**src/rtl/spi_frame_writer_if.sv**
```systemverilog
// spi_frame_writer_if: RAM port A write bundle between the SPI frame writer and the frame RAM.
//   ena   : port A enable                (writer -> RAM)
//   wea   : port A write enable          (writer -> RAM)
//   addra : port A write address, AW bits (writer -> RAM)
//   dia   : port A write data, DW bits    (writer -> RAM)
//   stopa : port A full, no write may start (RAM -> writer)
//   acka  : one-cycle write acknowledge     (RAM -> writer)
interface spi_frame_writer_if #(
  parameter int unsigned DW = 41,
  parameter int unsigned AW = 5
);
  logic          ena;
  logic          wea;
  logic [AW-1:0] addra;
  logic [DW-1:0] dia;
  logic          stopa;
  logic          acka;

  modport master (
    output ena, wea, addra, dia,
    input  stopa, acka
  );

  modport slave (
    input  ena, wea, addra, dia,
    output stopa, acka
  );
endinterface

```
**src/rtl/spi_frame_writer.sv**
```systemverilog
// spi_frame_writer: deserialises an SPI mode-0 stream (MSB first) into DW-bit frames and writes
// each frame to RAM port A at consecutive, wrapping addresses. A one-entry holding register lets
// the next frame shift in while the current one is being written.
//
// Ports:
//   i_clka       : sole clock, shared with RAM port A
//   i_rst        : synchronous active-high reset
//   i_spi_sck    : SPI clock (asynchronous to i_clka)
//   i_spi_mosi   : SPI data, MSB first
//   i_spi_cs_n   : SPI chip select, active low
//   io_ram       : RAM port A (ena/wea/addra/dia out, stopa/acka in)
//   o_busy       : a frame is held and not yet acknowledged
//   o_overflow   : sticky, a completed frame was dropped because the holder was full
//   o_parity_err : sticky, a frame failed odd parity (tied 0 unless SPI_WR_PARITY_EN)
//
// Build option: define SPI_WR_PARITY_EN to require dia[DW-1] == odd parity over dia[DW-2:0];
// failing frames are discarded and flag o_parity_err.
module spi_frame_writer #(
  parameter int unsigned DW          = 41,
  parameter int unsigned AW          = 5,
  parameter int unsigned SYNC_STAGES = 2
) (
  input  logic               i_clka,
  input  logic               i_rst,
  input  logic               i_spi_sck,
  input  logic               i_spi_mosi,
  input  logic               i_spi_cs_n,
  spi_frame_writer_if.master io_ram,
  output logic               o_busy,
  output logic               o_overflow,
  output logic               o_parity_err
);

  localparam int unsigned CW = $clog2(DW);
  localparam logic [CW-1:0] LastBit = CW'(DW - 1);

  typedef enum logic [1:0] {StIdle, StPend, StWrite} state_e;

  // Pin synchronisers; MSB of each chain is the synchronised copy.
  logic [SYNC_STAGES-1:0] r_sck_sync;
  logic [SYNC_STAGES-1:0] r_mosi_sync;
  logic [SYNC_STAGES-1:0] r_cs_sync;
  logic                   r_sck_q;

  logic                   w_sck;
  logic                   w_mosi;
  logic                   w_cs_n;
  logic                   w_sck_rise;

  logic [DW-1:0]          r_shift;
  logic [CW-1:0]          r_cnt;
  logic                   r_done;

  logic [DW-1:0]          r_hold;
  logic [AW-1:0]          r_addr;
  logic                   r_overflow;
  logic                   r_parity_err;

  state_e                 r_state;
  state_e                 w_state_d;

  logic                   w_frame_ok;
  logic                   w_can_load;
  logic                   w_load;
  logic                   w_drop;
  logic                   w_write;

  always_ff @(posedge i_clka) begin
    if (i_rst) begin
      r_sck_sync  <= '0;
      r_mosi_sync <= '0;
      r_cs_sync   <= '1;
      r_sck_q     <= 1'b0;
    end else begin
      r_sck_sync  <= {r_sck_sync[SYNC_STAGES-2:0], i_spi_sck};
      r_mosi_sync <= {r_mosi_sync[SYNC_STAGES-2:0], i_spi_mosi};
      r_cs_sync   <= {r_cs_sync[SYNC_STAGES-2:0], i_spi_cs_n};
      r_sck_q     <= w_sck;
    end
  end

  assign w_sck      = r_sck_sync[SYNC_STAGES-1];
  assign w_mosi     = r_mosi_sync[SYNC_STAGES-1];
  assign w_cs_n     = r_cs_sync[SYNC_STAGES-1];
  assign w_sck_rise = w_sck & ~r_sck_q;

  // Shifter and bit counter. r_done pulses for one cycle once the last bit is in r_shift.
  always_ff @(posedge i_clka) begin
    if (i_rst) begin
      r_shift <= '0;
      r_cnt   <= '0;
      r_done  <= 1'b0;
    end else begin
      r_done <= 1'b0;
      if (w_cs_n) begin
        // Deselect abandons any partial frame.
        r_cnt <= '0;
      end else if (w_sck_rise) begin
        r_shift <= {r_shift[DW-2:0], w_mosi};
        if (r_cnt == LastBit) begin
          r_cnt  <= '0;
          r_done <= 1'b1;
        end else begin
          r_cnt <= r_cnt + 1'b1;
        end
      end
    end
  end

`ifdef SPI_WR_PARITY_EN
  assign w_frame_ok = (r_shift[DW-1] == ~^r_shift[DW-2:0]);
`else
  assign w_frame_ok = 1'b1;
`endif

  // The holder is free when empty, or on the acknowledge cycle of the write in flight.
  assign w_can_load = (r_state == StIdle) || ((r_state == StWrite) && io_ram.acka);
  assign w_load     = r_done && w_frame_ok && w_can_load;
  assign w_drop     = r_done && w_frame_ok && !w_can_load;

  always_ff @(posedge i_clka) begin
    if (i_rst) begin
      r_hold     <= '0;
      r_addr     <= '0;
      r_overflow <= 1'b0;
    end else begin
      if (w_load) begin
        r_hold <= r_shift;
      end
      if ((r_state == StWrite) && io_ram.acka) begin
        r_addr <= r_addr + 1'b1;
      end
      if (w_drop) begin
        r_overflow <= 1'b1;
      end
    end
  end

`ifdef SPI_WR_PARITY_EN
  always_ff @(posedge i_clka) begin
    if (i_rst) begin
      r_parity_err <= 1'b0;
    end else if (r_done && !w_frame_ok) begin
      r_parity_err <= 1'b1;
    end
  end
`else
  assign r_parity_err = 1'b0;
`endif

  // Write FSM: state register.
  always_ff @(posedge i_clka) begin
    if (i_rst) begin
      r_state <= StIdle;
    end else begin
      r_state <= w_state_d;
    end
  end

  // Write FSM: next state.
  always_comb begin
    w_state_d = r_state;
    unique case (r_state)
      StIdle: begin
        if (w_load) w_state_d = StPend;
      end
      StPend: begin
        if (!io_ram.stopa) w_state_d = StWrite;
      end
      StWrite: begin
        // stopa is deliberately ignored here; only acka ends a write.
        if (io_ram.acka) w_state_d = w_load ? StPend : StIdle;
      end
      default: w_state_d = StIdle;
    endcase
  end

  // Write FSM: outputs.
  always_comb begin
    w_write = 1'b0;
    o_busy  = 1'b0;
    unique case (r_state)
      StIdle:  ;
      StPend:  o_busy = 1'b1;
      StWrite: begin
        w_write = 1'b1;
        o_busy  = 1'b1;
      end
      default: ;
    endcase
  end

  assign io_ram.ena   = w_write;
  assign io_ram.wea   = w_write;
  assign io_ram.addra = r_addr;
  assign io_ram.dia   = r_hold;

  assign o_overflow   = r_overflow;
  assign o_parity_err = r_parity_err;

endmodule

```
**src/flat_wrapper.sv**
```systemverilog
// flat-port wrapper written by rule: the top's interface ports become plain ports
module spi_frame_writer_flat 
#(
  parameter int unsigned DW          = 41,
  parameter int unsigned AW          = 5,
  parameter int unsigned SYNC_STAGES = 2
)
  (i_clka, i_rst, i_spi_sck, i_spi_mosi, i_spi_cs_n, o_busy, o_overflow, o_parity_err, io_ram_ena, io_ram_wea, io_ram_addra, io_ram_dia, io_ram_stopa, io_ram_acka);
  spi_frame_writer_if #(.DW(DW), .AW(AW)) io_ram_i ();
  input  logic i_clka;
  input  logic i_rst;
  input  logic i_spi_sck;
  input  logic i_spi_mosi;
  input  logic i_spi_cs_n;
  output logic o_busy;
  output logic o_overflow;
  output logic o_parity_err;
  output wire logic [$bits(io_ram_i.ena)-1:0] io_ram_ena;
  output wire logic [$bits(io_ram_i.wea)-1:0] io_ram_wea;
  output wire logic [$bits(io_ram_i.addra)-1:0] io_ram_addra;
  output wire logic [$bits(io_ram_i.dia)-1:0] io_ram_dia;
  input wire logic [$bits(io_ram_i.stopa)-1:0] io_ram_stopa;
  input wire logic [$bits(io_ram_i.acka)-1:0] io_ram_acka;
  assign io_ram_ena = io_ram_i.ena;
  assign io_ram_wea = io_ram_i.wea;
  assign io_ram_addra = io_ram_i.addra;
  assign io_ram_dia = io_ram_i.dia;
  assign io_ram_i.stopa = io_ram_stopa;
  assign io_ram_i.acka = io_ram_acka;
  spi_frame_writer #(.DW(DW), .AW(AW), .SYNC_STAGES(SYNC_STAGES)) u_core (.i_clka(i_clka), .i_rst(i_rst), .i_spi_sck(i_spi_sck), .i_spi_mosi(i_spi_mosi), .i_spi_cs_n(i_spi_cs_n), .io_ram(io_ram_i), .o_busy(o_busy), .o_overflow(o_overflow), .o_parity_err(o_parity_err));
endmodule
```
**config.mk**
```make
export PLATFORM = sky130hd
export DESIGN_NAME = spi_frame_writer_flat
export DESIGN_NICKNAME = d
export VERILOG_FILES = /design/src/rtl/spi_frame_writer_if.sv /design/src/rtl/spi_frame_writer.sv /design/src/flat_wrapper.sv
export SDC_FILE = /design/constraint.sdc
export NUM_CORES = 1
export LEC_CHECK = 0
export CORE_UTILIZATION = 58
export DETAILED_ROUTE_END_ITERATION = 10
export GPL_ROUTABILITY_DRIVEN = 1
export PLACE_DENSITY_LB_ADDON = 0.15
export SLEW_MARGIN = 0
export SYNTH_ARGS = -nofsm -noshare
export SYNTH_HDL_FRONTEND = slang
export SYNTH_SLANG_ARGS = --single-unit
```
**constraint.sdc**
```tcl
create_clock -name i_clka -period 4.3 [get_ports i_clka]
set_input_delay 0.86 -clock i_clka [delete_from_list [all_inputs] [get_ports i_clka]]
set_output_delay 0.86 -clock i_clka [all_outputs]
set_load 0.02 [all_outputs]
```
**After elaboration in Yosys (flattened, before gate mapping)**

Index checks and enable logic that the tools add are counted.

- Bits in registers: 104
- Input port bits: 7
- Output and inout port bits: 51
- Word-level logic and storage cells: 43

- Add/subtract/negate cells: 2
- Equal/unequal tests: 6
- Mux-type cells: 9
- Bitwise operators: 4
- Reductions and logical operators: 11

Operators with widths:

| operator | count |
|---|---|
| 6-bit by 1-bit adder with 6-bit output, second input constant | 1 |
| 6-bit == test, second input constant | 1 |
| 2-bit 2-to-1 mux | 3 |
| 6-bit 2-to-1 mux | 1 |
| 2-bit case mux with 3 select lines | 1 |
| 5-bit by 1-bit adder with 5-bit output, second input constant | 1 |
| 1-bit 2-to-1 mux | 4 |
| 2-bit inequality test, second input constant | 2 |
| 2-bit OR reduction | 2 |
| 1-bit logical AND | 3 |
| 1-bit inverter | 3 |
| 3-bit AND reduction | 1 |
| 3-bit OR reduction | 1 |
| 2-bit by 1-bit == test with 1-bit output, second input constant | 1 |
| 2-bit == test, second input constant | 1 |
| 2-bit zero test | 1 |
| 2-bit by 1-bit inequality test with 1-bit output, second input constant | 1 |
| 2-bit AND reduction | 1 |
| 1-bit AND | 1 |
| 1-bit zero test | 1 |
| 1-bit logical OR | 1 |

**Logic depth before layout (Yosys ltp)**

- Depth in word-level cells: 7
- Depth in mapped cells: 7
- Gate-level depth less buffers: 5

**Worst setup path before layout**

OpenSTA, ideal clock, no wires.

- Kind: flip-flop to output port
- Start point: register u_core.r_state[0]
- End point: output io_ram_wea
- Arrival: 0.926 ns
- Data required time: 3.440 ns
- Setup slack: 2.514 ns
- Cell stages (with the launch flop): 4
- Path buffers: 1
- Path through: dfxtp_1 -> inv_1 -> ha_1 -> buf_4

- Cells in the longest elaborated chain, start to end: 2

Ends and longest elaborated chain:

| element | line | RTL |
|---|---|---|
| start: declaration | spi_frame_writer.sv:59 | `state_e r_state;` |
| start signal: assignment | spi_frame_writer.sv:154 | `r_state <= StIdle;` |
| start signal: assignment | spi_frame_writer.sv:156 | `r_state <= w_state_d;` |
| 2-bit == test | spi_frame_writer.sv:182 | `unique case (r_state)` |
| 1-bit 2-to-1 mux | spi_frame_writer.sv:182 |  |
| end: declaration | flat_wrapper.sv:19 | `output wire logic [$bits(io_ram_i.wea)-1:0] io_ram_wea;` |

No other way between the ends.

**Worst setup path in the final report**

- Start point: register u_core.r_state[0]
- End point: output io_ram_ena

- Cells in the longest elaborated chain, start to end: 2

Ends and longest elaborated chain:

| element | line | RTL |
|---|---|---|
| 2-bit == test | spi_frame_writer.sv:182 |  |
| 1-bit 2-to-1 mux | spi_frame_writer.sv:182 |  |
| end: declaration | flat_wrapper.sv:18 | `output wire logic [$bits(io_ram_i.ena)-1:0] io_ram_ena;` |

No other way between the ends.

==> impl_results.md <==
- Syn Nets: 487
- Failing checks: DRC
- Leak: 1.46 nW
- Met1 Use GR: between 30% and 40%
- Synth Area per Inst: 8.45 sq um
- I/O Pins: 58
- RSZ-0062 raised after global routing: false
- Met2 Use GR: 40.5%
- Die ar.: 7210 sq um
- Final number of setup-violating endpoints: 0
- Hold Buf Count CTS: 0
- ANT nets after route: 0
- CTS resizes: 0
- Via density: approximately 5.7
- Worst flop-to-flop path startpoint: u_core.r_done
- Final Wtd Congestion: 0.777
- Setup crit start: u_core.r_state[0]
- Endpoints failing hold: 0
- Hpwl dp: roughly 5100 um
- Max Cap Viol: 0
- Drt wl/cell: 14.0 um
- Slew headroom: ~23%
- Status: finished, violations left
- Crit end category: primary output
- Final WL: 8240 um
- F_max: 365 MHz
- Setup Skew: roughly 0.011 ns
- Via count: 3370
- Mux cell area share after synthesis: 0.502%
- CP arrival: 1.88 ns
- Antenna violations before repair: 0
- Ranking of synthesized cells by area: dfxtp_1 (52%), a21oi_1 (11%), nand2_1 (8.1%)
- Synth Area in XOR/XNOR: 0.878%
- Core Area: between 6000 and 7000 sq um
- Slew Limit Fails: 0
- CTS tree: yes
- Met3 GRT Util: under 10%
- Post-Route Utilization: 71.7%
- Largest net degree at the start of global routing: 57
- Mapped Cells: 472
- Initial DRC count: 335
- Simple-gate portion of the synthesized area: 19.3%
- Largest family of logic cells by synthesized area: simple AND/OR/NAND/NOR gates
- Root Driver: clkbuf_8
- Area leader, netlist: dfxtp_1
- Die Y: 84.9 um
- Post-CTS setup buffers: 0
- Share of flip-flops with an asynchronous set or reset: 0%
- Layout cells sized above 1: about 5.5%
- Compound-Gate Fraction of Synth Area: 18.4%
- Diode count: 0
- Critical path required time: 3.44 ns
- Critical hold path startpoint: u_core.r_cs_sync[0]
- Worst setup SP type: flop
- Setup TNS: 0 ns
- Yosys warnings: 0
- WS Path Type: flop to primary output
- Initial Util: 61.4%
- Top FF cell, synth: dfxtp_1
- First-pass GRT wire length: between 10000 and 15000 um
- CTS buffer count: 9
- Post-synth EDFFs: 0
- Clk buf depth: 2
- Synth cell types: 38
- Worst Hold Class: flop to flop
- Clock sinks: 104
- Most common cell in the netlist: dfxtp_1
- Fin nets: 520
- Mapped cell area: 3990 sq um
- Synth cell count leaders: dfxtp_1 (104), a21oi_1 (91), nand2_1 (86)
- Vias in the first global route: 3056
- H-tree level count: 3
- Clock transition at path regs: 0.09 ns
- Most Crowded Layer GR: met2
- DRT Pass-1 Iters: 8
- FF+latch count, synth: between 100 and 150
- GRT Resource Usage Total: between 20 and 25%
- # rows: 29
- Die Wd: 84.9 um
- P&R area growth vs syn: 16.8%
- Min Tclk post-route: 2.74 ns
- Sequential fraction of the synthesis area: 52.2%
- Worst R2R Setup Slack: 2.02 ns
- Cell Pwr Density: 333 nW/um^2
- DR DRC count: 6
- Grt ovf: 0
- Measured slew at the worst slew-check pin: around 1.2 ns
- Clk Latency, worst-skew pair: 0.35 ns
- Final period utilization: between 60% and 70%
- VDD IR-drop max: a little under 0.3 mV
- Share of the synthesized area in the top cell type: between 50% and 60%
- Synth Area in Adders: 2.51%
- Count of buffers from port buffering: 56
- Crit path max fanout: 10
==> power by group <==
part	total (mW)	internal, mW	leakage [nW]	switching (mW)
clock	0.554	0.231	0.0861	0.323
combinational	0.0297	0.00913	0.539	0.0206
sequential	0.967	0.965	0.839	0.00222
==> registers in the layout, indices dropped and copies added, names as in the netlist, 2 cells and up <==
signal / count
u_core.io_ram.dia: 41
u_core.r_shift: 41
u_core.r_cnt: 6
u_core.io_ram.addra: 5
u_core.r_cs_sync: 2
u_core.r_mosi_sync: 2
u_core.r_sck_sync: 2
u_core.r_state: 2
==> metal layers <==
| layer | wire (um) | vias to the layer above |
|---|---|---|
| li1 | - | 1664 |
| met4 | 129 | 0 |
| met1 | 3770 | 1602 |
| met3 | 370 | 11 |
| met2 | 3970 | 93 |
| met5 | 0 | - |
==> cells in the final DEF, fill, tap and decap left out, types with 2 or more instances in the layout <==
| cell type | Yosys | layout |
|---|---|---|
| buf_4 | 3 | 7 |
| dfxtp_1 | 104 | 104 |
| clkinvlp_4 | 0 | 2 |
| o21ai_1 | 9 | 9 |
| ha_1 | 8 | 8 |
| nor2b_1 | 7 | 7 |
| nand3_1 | 46 | 46 |
| o31ai_1 | 2 | 2 |
| mux2i_1 | 2 | 2 |
| clkbuf_8 | 0 | 10 |
| o21ai_0 | 37 | 37 |
| or2_2 | 2 | 2 |
| nor2_1 | 6 | 6 |
| xor2_1 | 3 | 3 |
| clkdlybuf4s50_1 | 0 | 55 |
| or3_1 | 5 | 5 |
| nand2_1 | 86 | 86 |
| clkinv_4 | 0 | 2 |
| inv_1 | 6 | 6 |
| a21oi_1 | 91 | 91 |
==> worst max-delay path, stage by stage, from the launching register on <==
cell and delay (ns):
dfxtp_1 0.36, inv_1 0.09, ha_1 0.39, clkdlybuf4s50_1 0.69
==> logic make-up (layout without fill, tap and decap cells) <==
group / Yosys count / count (layout)
multiplexers: 2 / 2
AND/OR/NAND/NOR: 164 / 164
other: 1 / 1
buffers and inverters: 47 / 85
XOR/XNOR: 4 / 4
adder cells (fa/ha/maj): 8 / 8
flip-flops: 104 / 104
AO/OA/AOI/OAI: 142 / 142
==> area by class of cell <==
cell class | count | area [sq um]
timing repair buffer | 63 | 608
clock inverter | 5 | 41.3
multi-input combinational | 321 | 1670
tap | 77 | 96.3
fill | 531 | 1840
sequential | 104 | 2080
inverter | 6 | 22.5
clock buffer | 11 | 141
==> metrics by stage <==
stage                     hold WS, ns  std cells  instance area (sq um)  power [mW]  setup slack, ns
final                           0.415        587                   4660        1.55             1.56
after global routing            0.434        587                   4660        1.61             1.44
after CTS                       0.419        587                   4660        1.57             1.55
after detailed placement        0.397        571                   4480        1.02             1.43
after global placement          0.392        571                   4480        1.02             1.49
after floorplan                 0.389        472                   3990        1.01             2.51
==> final timing paths <==
path                                             to  depth (start not counted)
worst min register to register  u_core.r_cs_sync[1]                          1
worst max-delay path                     io_ram_ena                          3
worst min-delay path            u_core.r_cs_sync[1]                          1
worst max register to register    u_core.r_state[0]                          4
Power figures use the tool's default switching activity.
